$ cat src/rtl/hazard_sched_unit_if.sv
`default_nettype none
// ============================================================================
// Module      : hazard_sched_unit_if
// Description : Signal bundle between the pipeline datapath and the hazard
//               scheduling unit. Optional perf-counter outputs appear only
//               when HAZARD_PERF_CNT_EN is defined.
// Revision    : 1.0 - initial release
// ============================================================================
interface hazard_sched_unit_if;
  logic [4:0] Rs1D;
  logic [4:0] Rs2D;
  logic [4:0] Rs1E;
  logic [4:0] Rs2E;
  logic [4:0] RdE;
  logic [1:0] resultSrcE;
  logic       regWriteM;
  logic       regWriteW;
  logic [4:0] RdM;
  logic [4:0] RdW;
  logic       pcSrcE;
  logic       mdStartE;
  logic       stallF;
  logic       stallD;
  logic       stallE;
  logic       flushD;
  logic       flushE;
  logic       flushM;
  logic [1:0] forwardAE;
  logic [1:0] forwardBE;
  logic       mdBusy;
  logic       mdDone;
`ifdef HAZARD_PERF_CNT_EN
  logic [31:0] stallCycles;
  logic [31:0] flushCycles;
`endif

  // Datapath side: supplies pipeline-register fields, consumes controls.
  modport master (
    output Rs1D, Rs2D, Rs1E, Rs2E, RdE, resultSrcE, regWriteM, regWriteW,
           RdM, RdW, pcSrcE, mdStartE,
    input  stallF, stallD, stallE, flushD, flushE, flushM, forwardAE,
           forwardBE, mdBusy, mdDone
`ifdef HAZARD_PERF_CNT_EN
    , input stallCycles, flushCycles
`endif
  );

  // Hazard unit side.
  modport slave (
    input  Rs1D, Rs2D, Rs1E, Rs2E, RdE, resultSrcE, regWriteM, regWriteW,
           RdM, RdW, pcSrcE, mdStartE,
    output stallF, stallD, stallE, flushD, flushE, flushM, forwardAE,
           forwardBE, mdBusy, mdDone
`ifdef HAZARD_PERF_CNT_EN
    , output stallCycles, flushCycles
`endif
  );
endinterface
`default_nettype wire

$ cat src/rtl/hazard_sched_unit.sv
`default_nettype none
// ============================================================================
// Module      : hazard_sched_unit
// Description : Hazard controller for the 5-stage pipeline: EX forwarding
//               selects, load-use stall, branch flush and a fixed-latency
//               mul/div hold sequencer. Optional stall/flush cycle counters
//               are enabled by defining HAZARD_PERF_CNT_EN.
// Revision    : 1.0 - initial release
// ============================================================================
module hazard_sched_unit #(
  parameter int MD_LATENCY = 4,
  parameter int CNT_W      = 4
) (
  input  logic                 clk,
  input  logic                 rst,
  hazard_sched_unit_if.slave   bus
);

  typedef enum logic [1:0] {
    ST_IDLE = 2'd0,
    ST_BUSY = 2'd1,
    ST_DONE = 2'd2
  } state_t;

  localparam logic [CNT_W-1:0] C_MD_LOAD = CNT_W'(MD_LATENCY - 3);

  state_t           r_state;
  state_t           w_state_nxt;
  logic [CNT_W-1:0] r_cnt;
  logic [CNT_W-1:0] w_cnt_nxt;
  logic             w_md_hold;
  logic             w_md_done;
  logic             w_lw_stall;
  logic             w_stall_fd;
  logic             w_flush_e;
  logic             w_flush_d;
  logic [1:0]       w_fwd_a;
  logic [1:0]       w_fwd_b;

  // MEM result has priority over WB; x0 is never forwarded.
  function automatic logic [1:0] fwd_sel(input logic [4:0] rs,
                                         input logic       we_m,
                                         input logic [4:0] rd_m,
                                         input logic       we_w,
                                         input logic [4:0] rd_w);
    if (we_m && (rd_m != 5'd0) && (rd_m == rs))
      return 2'b10;
    else if (we_w && (rd_w != 5'd0) && (rd_w == rs))
      return 2'b01;
    else
      return 2'b00;
  endfunction

  // Operand forwarding selects for both ALU inputs.
  always_comb begin
    w_fwd_a = fwd_sel(bus.Rs1E, bus.regWriteM, bus.RdM, bus.regWriteW, bus.RdW);
    w_fwd_b = fwd_sel(bus.Rs2E, bus.regWriteM, bus.RdM, bus.regWriteW, bus.RdW);
  end

  // Load in EX whose destination feeds the instruction in ID.
  always_comb begin
    w_lw_stall = (bus.resultSrcE == 2'b01) && (bus.RdE != 5'd0) &&
                 ((bus.RdE == bus.Rs1D) || (bus.RdE == bus.Rs2D));
  end

  // Mul/div sequencer state and down-counter registers.
  always_ff @(posedge clk or posedge rst) begin
    if (rst) begin
      r_state <= ST_IDLE;
      r_cnt   <= '0;
    end else begin
      r_state <= w_state_nxt;
      r_cnt   <= w_cnt_nxt;
    end
  end

  // Sequencer next-state and hold/done decode. The start cycle itself holds,
  // so the op spends 1 IDLE + (MD_LATENCY-2) BUSY + 1 DONE cycles in EX.
  always_comb begin
    w_state_nxt = r_state;
    w_cnt_nxt   = r_cnt;
    w_md_hold   = 1'b0;
    w_md_done   = 1'b0;
    case (r_state)
      ST_IDLE: begin
        if (bus.mdStartE) begin
          w_md_hold   = 1'b1;
          w_state_nxt = ST_BUSY;
          w_cnt_nxt   = C_MD_LOAD;
        end
      end
      ST_BUSY: begin
        w_md_hold = 1'b1;
        if (r_cnt == '0)
          w_state_nxt = ST_DONE;
        else
          w_cnt_nxt = r_cnt - CNT_W'(1);
      end
      ST_DONE: begin
        // The finishing op is still in EX, so its mdStartE must not retrigger.
        w_md_done   = 1'b1;
        w_state_nxt = ST_IDLE;
      end
      default: begin
        w_state_nxt = ST_IDLE;
        w_cnt_nxt   = '0;
      end
    endcase
  end

  // Stall/flush combine; a held EX is never cleared by a flush.
  always_comb begin
    w_stall_fd = w_lw_stall | w_md_hold;
    w_flush_d  = bus.pcSrcE & ~w_md_hold;
    w_flush_e  = (w_lw_stall | bus.pcSrcE) & ~w_md_hold;
  end

  // All outputs are forced low while reset is asserted.
  assign bus.stallF    = ~rst & w_stall_fd;
  assign bus.stallD    = ~rst & w_stall_fd;
  assign bus.stallE    = ~rst & w_md_hold;
  assign bus.flushD    = ~rst & w_flush_d;
  assign bus.flushE    = ~rst & w_flush_e;
  assign bus.flushM    = ~rst & w_md_hold;
  assign bus.forwardAE = rst ? 2'b00 : w_fwd_a;
  assign bus.forwardBE = rst ? 2'b00 : w_fwd_b;
  assign bus.mdBusy    = ~rst & w_md_hold;
  assign bus.mdDone    = ~rst & w_md_done;

`ifdef HAZARD_PERF_CNT_EN
  logic [31:0] r_stall_cycles;
  logic [31:0] r_flush_cycles;

  // Free-running stall/flush cycle counters, wrapping at 2^32.
  always_ff @(posedge clk or posedge rst) begin
    if (rst) begin
      r_stall_cycles <= '0;
      r_flush_cycles <= '0;
    end else begin
      if (w_stall_fd) r_stall_cycles <= r_stall_cycles + 32'd1;
      if (w_flush_e)  r_flush_cycles <= r_flush_cycles + 32'd1;
    end
  end

  assign bus.stallCycles = r_stall_cycles;
  assign bus.flushCycles = r_flush_cycles;
`endif

endmodule
`default_nettype wire
$ cat src/flat_wrapper.sv
// flat-port wrapper written by rule: the top's interface ports become plain ports
module hazard_sched_unit_flat 
#(
  parameter int MD_LATENCY = 4,
  parameter int CNT_W      = 4
)
  (clk, rst, bus_Rs1D, bus_Rs2D, bus_Rs1E, bus_Rs2E, bus_RdE, bus_resultSrcE, bus_regWriteM, bus_regWriteW, bus_RdM, bus_RdW, bus_pcSrcE, bus_mdStartE, bus_stallF, bus_stallD, bus_stallE, bus_flushD, bus_flushE, bus_flushM, bus_forwardAE, bus_forwardBE, bus_mdBusy, bus_mdDone);
  hazard_sched_unit_if bus_i ();
  input  logic clk;
  input  logic rst;
  input wire logic [$bits(bus_i.Rs1D)-1:0] bus_Rs1D;
  input wire logic [$bits(bus_i.Rs2D)-1:0] bus_Rs2D;
  input wire logic [$bits(bus_i.Rs1E)-1:0] bus_Rs1E;
  input wire logic [$bits(bus_i.Rs2E)-1:0] bus_Rs2E;
  input wire logic [$bits(bus_i.RdE)-1:0] bus_RdE;
  input wire logic [$bits(bus_i.resultSrcE)-1:0] bus_resultSrcE;
  input wire logic [$bits(bus_i.regWriteM)-1:0] bus_regWriteM;
  input wire logic [$bits(bus_i.regWriteW)-1:0] bus_regWriteW;
  input wire logic [$bits(bus_i.RdM)-1:0] bus_RdM;
  input wire logic [$bits(bus_i.RdW)-1:0] bus_RdW;
  input wire logic [$bits(bus_i.pcSrcE)-1:0] bus_pcSrcE;
  input wire logic [$bits(bus_i.mdStartE)-1:0] bus_mdStartE;
  output wire logic [$bits(bus_i.stallF)-1:0] bus_stallF;
  output wire logic [$bits(bus_i.stallD)-1:0] bus_stallD;
  output wire logic [$bits(bus_i.stallE)-1:0] bus_stallE;
  output wire logic [$bits(bus_i.flushD)-1:0] bus_flushD;
  output wire logic [$bits(bus_i.flushE)-1:0] bus_flushE;
  output wire logic [$bits(bus_i.flushM)-1:0] bus_flushM;
  output wire logic [$bits(bus_i.forwardAE)-1:0] bus_forwardAE;
  output wire logic [$bits(bus_i.forwardBE)-1:0] bus_forwardBE;
  output wire logic [$bits(bus_i.mdBusy)-1:0] bus_mdBusy;
  output wire logic [$bits(bus_i.mdDone)-1:0] bus_mdDone;
  assign bus_i.Rs1D = bus_Rs1D;
  assign bus_i.Rs2D = bus_Rs2D;
  assign bus_i.Rs1E = bus_Rs1E;
  assign bus_i.Rs2E = bus_Rs2E;
  assign bus_i.RdE = bus_RdE;
  assign bus_i.resultSrcE = bus_resultSrcE;
  assign bus_i.regWriteM = bus_regWriteM;
  assign bus_i.regWriteW = bus_regWriteW;
  assign bus_i.RdM = bus_RdM;
  assign bus_i.RdW = bus_RdW;
  assign bus_i.pcSrcE = bus_pcSrcE;
  assign bus_i.mdStartE = bus_mdStartE;
  assign bus_stallF = bus_i.stallF;
  assign bus_stallD = bus_i.stallD;
  assign bus_stallE = bus_i.stallE;
  assign bus_flushD = bus_i.flushD;
  assign bus_flushE = bus_i.flushE;
  assign bus_flushM = bus_i.flushM;
  assign bus_forwardAE = bus_i.forwardAE;
  assign bus_forwardBE = bus_i.forwardBE;
  assign bus_mdBusy = bus_i.mdBusy;
  assign bus_mdDone = bus_i.mdDone;
  hazard_sched_unit #(.MD_LATENCY(MD_LATENCY), .CNT_W(CNT_W)) u_core (.clk(clk), .rst(rst), .bus(bus_i));
endmodule
$ cat config.mk
export PLATFORM = sky130hd
export DESIGN_NAME = hazard_sched_unit_flat
export DESIGN_NICKNAME = d
export VERILOG_FILES = /design/src/rtl/hazard_sched_unit_if.sv /design/src/rtl/hazard_sched_unit.sv /design/src/flat_wrapper.sv
export SDC_FILE = /design/constraint.sdc
export NUM_CORES = 1
export LEC_CHECK = 0
export ABC_AREA = 1
export BUFFER_PORTS_ARGS = -buffer_cell sky130_fd_sc_hd__buf_4
export CORE_UTILIZATION = 40
export CTS_CLUSTER_SIZE = 40
export DETAILED_ROUTE_END_ITERATION = 7
export PLACE_DENSITY = 0.79
export SYNTH_ARGS = -nofsm -noshare
export SYNTH_HDL_FRONTEND = slang
export SYNTH_SLANG_ARGS = --single-unit
$ cat constraint.sdc
create_clock -name clk -period 4.3 [get_ports clk]
set_clock_uncertainty 0.15 [all_clocks]
set_input_delay 0.43 -clock clk [delete_from_list [all_inputs] [get_ports clk]]
set_output_delay 0.43 -clock clk [all_outputs]
set_load 0.01 [all_outputs]
; Word level (Yosys, flattened, before mapping)
; Cells that the tools add are included.
[word_totals]
input_bits = 43
elab_cells = 58
regBits = 6
[op_classes]
reduce_logical = 16
eq_ne = 12
n_addsub = 1
n_mux = 15
bitwise_logic = 12
[ops]
columns = cell, count
row1 = $eq A5 B5 Y1, 6
row2 = $reduce_bool A5 Y1, 3
row3 = $mux W2, 6
row4 = $pmux W4 S3, 1
row5 = $logic_and A1 B1 Y1, 8
row6 = $mux W4, 2
row7 = $and A1 B1 Y1, 7
row8 = $eq A2 B1 Y1 const B, 2
row9 = $logic_not A4 Y1, 1
row10 = $mux W1, 4
row11 = $ne A2 B2 Y1 const B, 2
row12 = $pmux W2 S2, 1
row13 = $sub A4 B1 Y4 const B, 1
row14 = $not A1 Y1, 3
row15 = $reduce_and A3 Y1, 1
row16 = $eq A2 B2 Y1 const B, 1
row17 = $logic_not A2 Y1, 1
row18 = $ne A2 B1 Y1 const B, 1
row19 = $or A1 B1 Y1, 2
row20 = $pmux W1 S2, 1
row21 = $reduce_and A2 Y1, 1
row22 = $logic_or A1 B1 Y1, 1

; Logic depth before layout (Yosys ltp)
; Gate-level depths: netlist of run 1.
[logic_depth]
word_depth = 6
ltp_mapped = 9
ltp_nobuf = 8

; Worst setup path after synthesis of run 1
; Ideal clock, no wire load.
[synth_path]
kind = input to output
from = input bus_mdStartE
to = output bus_stallF
t_arrival_ns = 1.137
stages = 7
required_time_ns = 3.720
path_buffers = 1
slack_ns = 2.583
cell_sequence = inv_2 a21oi_2 inv_2 nor2_2 inv_2 nand2_1 buf_4
[synth_between]
elab_chain_len = 4
[synth_lines]
columns = item, line_no
row1 = start: declaration, flat_wrapper.sv:22  ; input wire logic [$bits(bus_i.mdStartE)-1:0] bus_mdStartE;
row2 = $mux W1, hazard_sched_unit.sv:86  ; if (bus.mdStartE) begin
row3 = $pmux W1 S2, hazard_sched_unit.sv:84  ; case (r_state)
row4 = $or A1 B1 Y1, hazard_sched_unit.sv:113  ; w_stall_fd = w_lw_stall | w_md_hold;
row5 = $and A1 B1 Y1, --
row6 = end: declaration, flat_wrapper.sv:23  ; output wire logic [$bits(bus_i.stallF)-1:0] bus_stallF;
; No other way between the ends.

; Final worst setup path of run 1
[layout_path]
from = input rst
to = output bus_forwardAE[0]
[layout_between]
elab_chain_len = 1
[layout_lines]
columns = item, line_no
row1 = start: declaration, flat_wrapper.sv:10  ; input logic rst;
row2 = $mux W2, hazard_sched_unit.sv:125  ; assign bus.forwardAE = rst ? 2'b00 : w_fwd_a;
row3 = end: declaration, flat_wrapper.sv:29  ; output wire logic [$bits(bus_i.forwardAE)-1:0] bus_forwardAE;
; No other way between the ends.

==> results of run 1 <==
==> cell usage after synthesis, drive strengths merged <==
cell type  number
nand3          10
dfrtp           6
o21ai           7
xnor2          21
a21oi           3
nand4           1
buf             3
nand3b          1
a41oi           1
inv            27
o31ai           2
nor3            2
xor2            1
ha              1
nor2           26
nand2          42
==> logic make-up (layout without fill, tap and decap cells) <==
family                     count (synthesis)  in the layout  synth area share [%]
xor gates and xnor gates                  22             22                  21.0
buffers and inverters                     30             85                  13.5
DFF                                        6              6                  16.3
AOI/OAI and AO/OA                         13             13                  10.5
and+or+nand+nor                           82             82                  37.4
adders and majority gates                  1              1                  1.36
==> power groups by stage <==
| stage | Sequential [W] | Combinational, W | Clock, W |
|---|---|---|---|
| 2_1_floorplan | 0.000100 | 0.000217 | 0 |
| 3_3_place_gp | 0.000102 | 0.000298 | 0 |
| 3_5_place_dp | 0.000105 | 0.000309 | 0 |
| 4_1_cts | 0.000104 | 0.000311 | 0.0000533 |
| 5_1_grt | 0.000106 | 0.000345 | 0.0000569 |
| 6_report | 0.000104 | 0.000310 | 0.0000529 |
==> layer usage <==
layer | GRT usage (%) | wire length, um | vias to the layer above
li1 | - | - | 579
met1 | 22.3 | 939 | 487
met2 | 42.6 | 1300 | 52
met3 | 4.32 | 160 | 3
met4 | 3.81 | 13 | 0
met5 | 0 | 0 | -
==> path summary, 6_finish.rpt <==
path	endpoint	from
max	bus_forwardAE[0]	rst
min	u_core.r_cnt[1]$_DFFE_PP0P_	u_core.r_cnt[1]$_DFFE_PP0P_
max reg2reg	u_core.r_cnt[3]$_DFFE_PP0P_	u_core.r_cnt[0]$_DFFE_PP0P_
min reg2reg	u_core.r_cnt[1]$_DFFE_PP0P_	u_core.r_cnt[1]$_DFFE_PP0P_
max in group asynchronous	u_core.r_cnt[0]$_DFFE_PP0P_	rst
min in group asynchronous	u_core.r_cnt[1]$_DFFE_PP0P_	rst
==> worst min-delay path, stage by stage, from the launching register on <==
cell and delay (ns):
dfrtp_1 0.34, nand2_1 0.05, o31ai_1 0.05
==> metrics by stage <==
stage	hold WS (ns)	area, um^2
floorplan	0.0471	920
global placement	0.221	1340
detailed placement	0.229	1340
CTS	0.333	1370
global route	0.343	1370
finish	0.333	1370
==> state kept, by name, indices dropped and copies added (netlist names) <==
| signal | count |
|---|---|
| u_core.r_cnt | 4 |
| u_core.r_state | 2 |
==> final cells by class <==
cell class              instances  area share [%]
clock buffers                   3            1.65
flip-flops and latches          6            11.0
well taps                      27            2.47
inverters                      27            7.40
multi-input cells             118            47.2
repair buffers                 55            30.3
==> impl_metrics.ini, run 1 <==
[clocking]
hold_buffers = 1
clockBufferDepth = 2
clock_latency_ns = 0.25
cts_buffers = 3
cts_resized = 0
cts_tree = yes
cts_sinks = 6
post_cts_buffers = 0
cts.clk_slew.worst_paths_ns = 0.05
cts_max_level = 1
root_buffer = clkbuf_4

[yosys]
synth_area_leaders = xnor2_1 20%, nand2_1 17%, dfrtp_1 16%
netlist_instances = 154
yosysSeqAreaShare_pct = 16.3
yosys_warnings = 0
ys_types = 25
synth_seq_cells = 6
syn-cell-area_um2 = 920
synth_top_area_share_pct = 20.0
avgSynthCellArea_um2 = 5.97
syn_nets = 198
synth.largest_area_cell = xnor2_1

[place]
dp_cells = 232
place_congestion = 0.841
dpl.hpwl_um = 2080
dp_slack_ns = 2.47
portBuffers = 54

[pwr]
p_clk_share_pct = 11.3
max-vdd-ir-drop_v = 0.000268
p_sw_w = 0.000214
p_seq_share_pct = 22.2
finalPower_w = 0.000467
p_sw_share_pct = 45.9
cellInternalPower_w = 0.000252
powerDensity_nw_per_um2 = 341
p_leak_nw = 0.749
p_comb_share_pct = 66.4

[global_route]
grt_pass1_wl_um = 4110
antenna_found_initial = 0
overflow = 0
first_global_vias = 1053
grt_max_degree = 9
grt_util_all_layers_pct = 21.2

[min_path]
min_delay_path_depth = 2
min_path_type = reg2reg

[setup_path]
rr_worst_depth = 7
path_common_cell = buf_4
path_cells = dlygate4sd3_1 > buf_4 > inv_2 > nand2_1 > nor2_1 > nand3_1 > a21oi_1 > buf_4
crit_type = in2out
cp_top_family = buffers and inverters
crit_arrival_ns = 1.79
max_stage_delay_ns = 0.54
worstPathMaxFanout = 8
crit_path_end_kind = output pin
required_ns = 3.72
cp_slowest_cell = dlygate4sd3_1
cp.depth = 8
critPathLaunchType = input port
path_buf_inv = 4
r2r_slack_ns = 2.81

[layout]
final_cells = 236
utilization_pct = 66.4
final_cell_mix = 54 x buf_4, 41 x nand2_1, 25 x nor2_1
multiInputGateArea_um2 = 646
area_growth_pct = 48.8
final_common_cell = buf_4
nFillCells = 193
n_antenna_cell = 0
layout-drive-gt1-share_pct = 35.9
nets = 255
seqCellArea_um2 = 150

[route]
routed_wl_um = 2410
drtIter0Drc = 17
wire_per_inst_um = 10.2
ant_nets = 0
first_pass_iters = 4
drc = 0
via_per_inst = 4.75
vias = 1121

[timing]
slew_viol_final = 0
fin_crit_ns = 2.37
rsz0062_at_grt = false
finalCritPeriodShare_pct = 55.1
fmax_ghz = 0.422
tightestPinTransition_ns = 0.248
final.setup.tns_ns = 0
setup_violations = 0
slew_headroom_pct = 83.4
layout_setup_ws_ns = 1.93
hold_viol = 0

[run]
drv_cap = 0

[floorplanning]
fp.dieH_um = 50.0
start_util_pct = 44.6
num_rows = 16
chipWidth_um = 50.0
die-area_um2 = 2500
core_area_um2 = 2060
io_pins = 55

[outcome]
status = completed
Note: power is estimated with default switching activity, not from simulation.
==> run 2: changes to the inputs <==
- clock period: 4.3 -> 2.3 ns (I/O delays scaled with it)
==> run 2 against run 1 <==
Power is 87% higher. Highest routed layer unchanged. Clock power up 87%. First-iteration DRC count increased by 5.9%.
==> impl_metrics.ini, run 2 (synthesis gave the netlist of run 1 again) <==
[outcome]
status = completed

[global_route]
grt_util_all_layers_pct = 20.7
grt_max_degree = 9
overflow = 0
grt_pass1_wl_um = 4020
first_global_vias = 1014
antenna_found_initial = 0

[clocking]
cts.clk_slew.worst_paths_ns = 0.05
root_buffer = clkbuf_4
cts_resized = 0
clockBufferDepth = 2
cts_max_level = 1
cts_buffers = 3
cts_sinks = 6
cts_tree = yes
clock_latency_ns = 0.24

[floorplanning]
chipWidth_um = 50.0
start_util_pct = 44.6
fp.dieH_um = 50.0
core_area_um2 = 2060
io_pins = 55
die-area_um2 = 2500
num_rows = 16

[layout]
nets = 255
final_common_cell = buf_4
n_antenna_cell = 0
area_growth_pct = 48.8
reg_top3 = u_core.r_cnt: 4 flops, u_core.r_state: 2 flops
seqCellArea_um2 = 150
multiInputGateArea_um2 = 646
utilization_pct = 66.4
nFillCells = 182
final_cell_mix = 54 x buf_4, 41 x nand2_1, 25 x nor2_1
largest_register = u_core.r_cnt
largest_reg_flops = 4
layout-drive-gt1-share_pct = 35.9

[pwr]
p_leak_nw = 0.749
powerDensity_nw_per_um2 = 638
max-vdd-ir-drop_v = 0.000473

[route]
wl_met1_um = 990
drtIter0Drc = 18
first_pass_iters = 6
met2_length_um = 1190
drc = 0
wire_per_inst_um = 10.0
wl_met3_um = 151
routed_wl_um = 2370
ant_nets = 0
route.top_layer_used = met4
via_per_inst = 4.70
vias = 1110

[timing]
rsz0062_at_grt = false
slew_headroom_pct = 82.5
fmax_ghz = 0.505
hold_viol = 0
final.setup.tns_ns = 0
slew_viol_final = 0
setup_violations = 0
fin_crit_ns = 1.98
tightestPinTransition_ns = 0.262
finalCritPeriodShare_pct = 86.1
layout_setup_ws_ns = 0.320
whs_ns = 0.220

[setup_path]
required_ns = 1.92
crit_path_end_kind = output pin
worstPathMaxFanout = 8
critPathLaunchType = input port
crit_arrival_ns = 1.60
crit_type = in2out

[min_path]
min_path_type = in2reg

[place]
dpl.hpwl_um = 2020
place_congestion = 0.904
dp_slack_ns = 0.804
portBuffers = 54

[run]
drv_cap = 0
==> run 2: cell counts in the layout (fill, tap and decap cells not counted) <==
No cell type changed its count.
==> run 2: final cells by class <==
class,instances,share of cell area (%)
well taps,27,2.47
repair buffers,55,30.3
multi-input cells,118,47.2
flip-flops and latches,6,11.0
clock buffers,3,1.65
inverters,27,7.40
==> run 2: timing repair <==
| action | 4_1_cts | 5_1_grt |
|---|---|---|
| hold endpoints to repair | 6 | 0 |
| hold buffers | 1 | 0 |
| setup buffers | 0 | 0 |
==> run 2: where the power goes <==
group	internal, W	switching (W)
sequential	0.000156	0.0000371
combinational	0.000257	0.000325
clock	0.0000592	0.0000399
==> run 2: worst paths after layout <==
path,from,endpoint,slack (ns),depth (start not counted)
hold reg to reg,u_core.r_cnt[1]$_DFFE_PP0P_,u_core.r_cnt[1]$_DFFE_PP0P_,0.35,2
hold / removal,bus_mdStartE,u_core.r_state[0]$_DFFE_PP0P_,0.22,5
setup reg to reg,u_core.r_cnt[0]$_DFFE_PP0P_,u_core.r_cnt[3]$_DFFE_PP0P_,0.78,7
max in group asynchronous,rst,u_core.r_cnt[2]$_DFFE_PP0P_,1.50,3
setup / recovery,rst,bus_forwardAE[0],0.32,8
min in group asynchronous,rst,u_core.r_state[1]$_DFFE_PP0P_,0.34,3
==> run 2: stage by stage <==
stage               total power [W]  area (um^2)  instances
floorplan                  0.000594          920        154
detailed placement         0.000772         1340        232
global placement           0.000753         1340        232
CTS                        0.000878         1370        236
global route               0.000946         1370        236
finish                     0.000873         1370        236
==> run 2: layer usage <==
layer	vias to the layer above	track usage, %
li1	578	-
met2	45	37.8
met3	4	2.78
met4	0	7.14
met1	483	24.2
met5	-	0
==> run 2: worst max-delay path, stage by stage <==
cell and delay [ns]:
dlygate4sd3_1 0.54, buf_4 0.17, inv_2 0.14, nand2_1 0.07
nor2_1 0.10, nand3_1 0.08, a21oi_1 0.12, buf_4 0.14
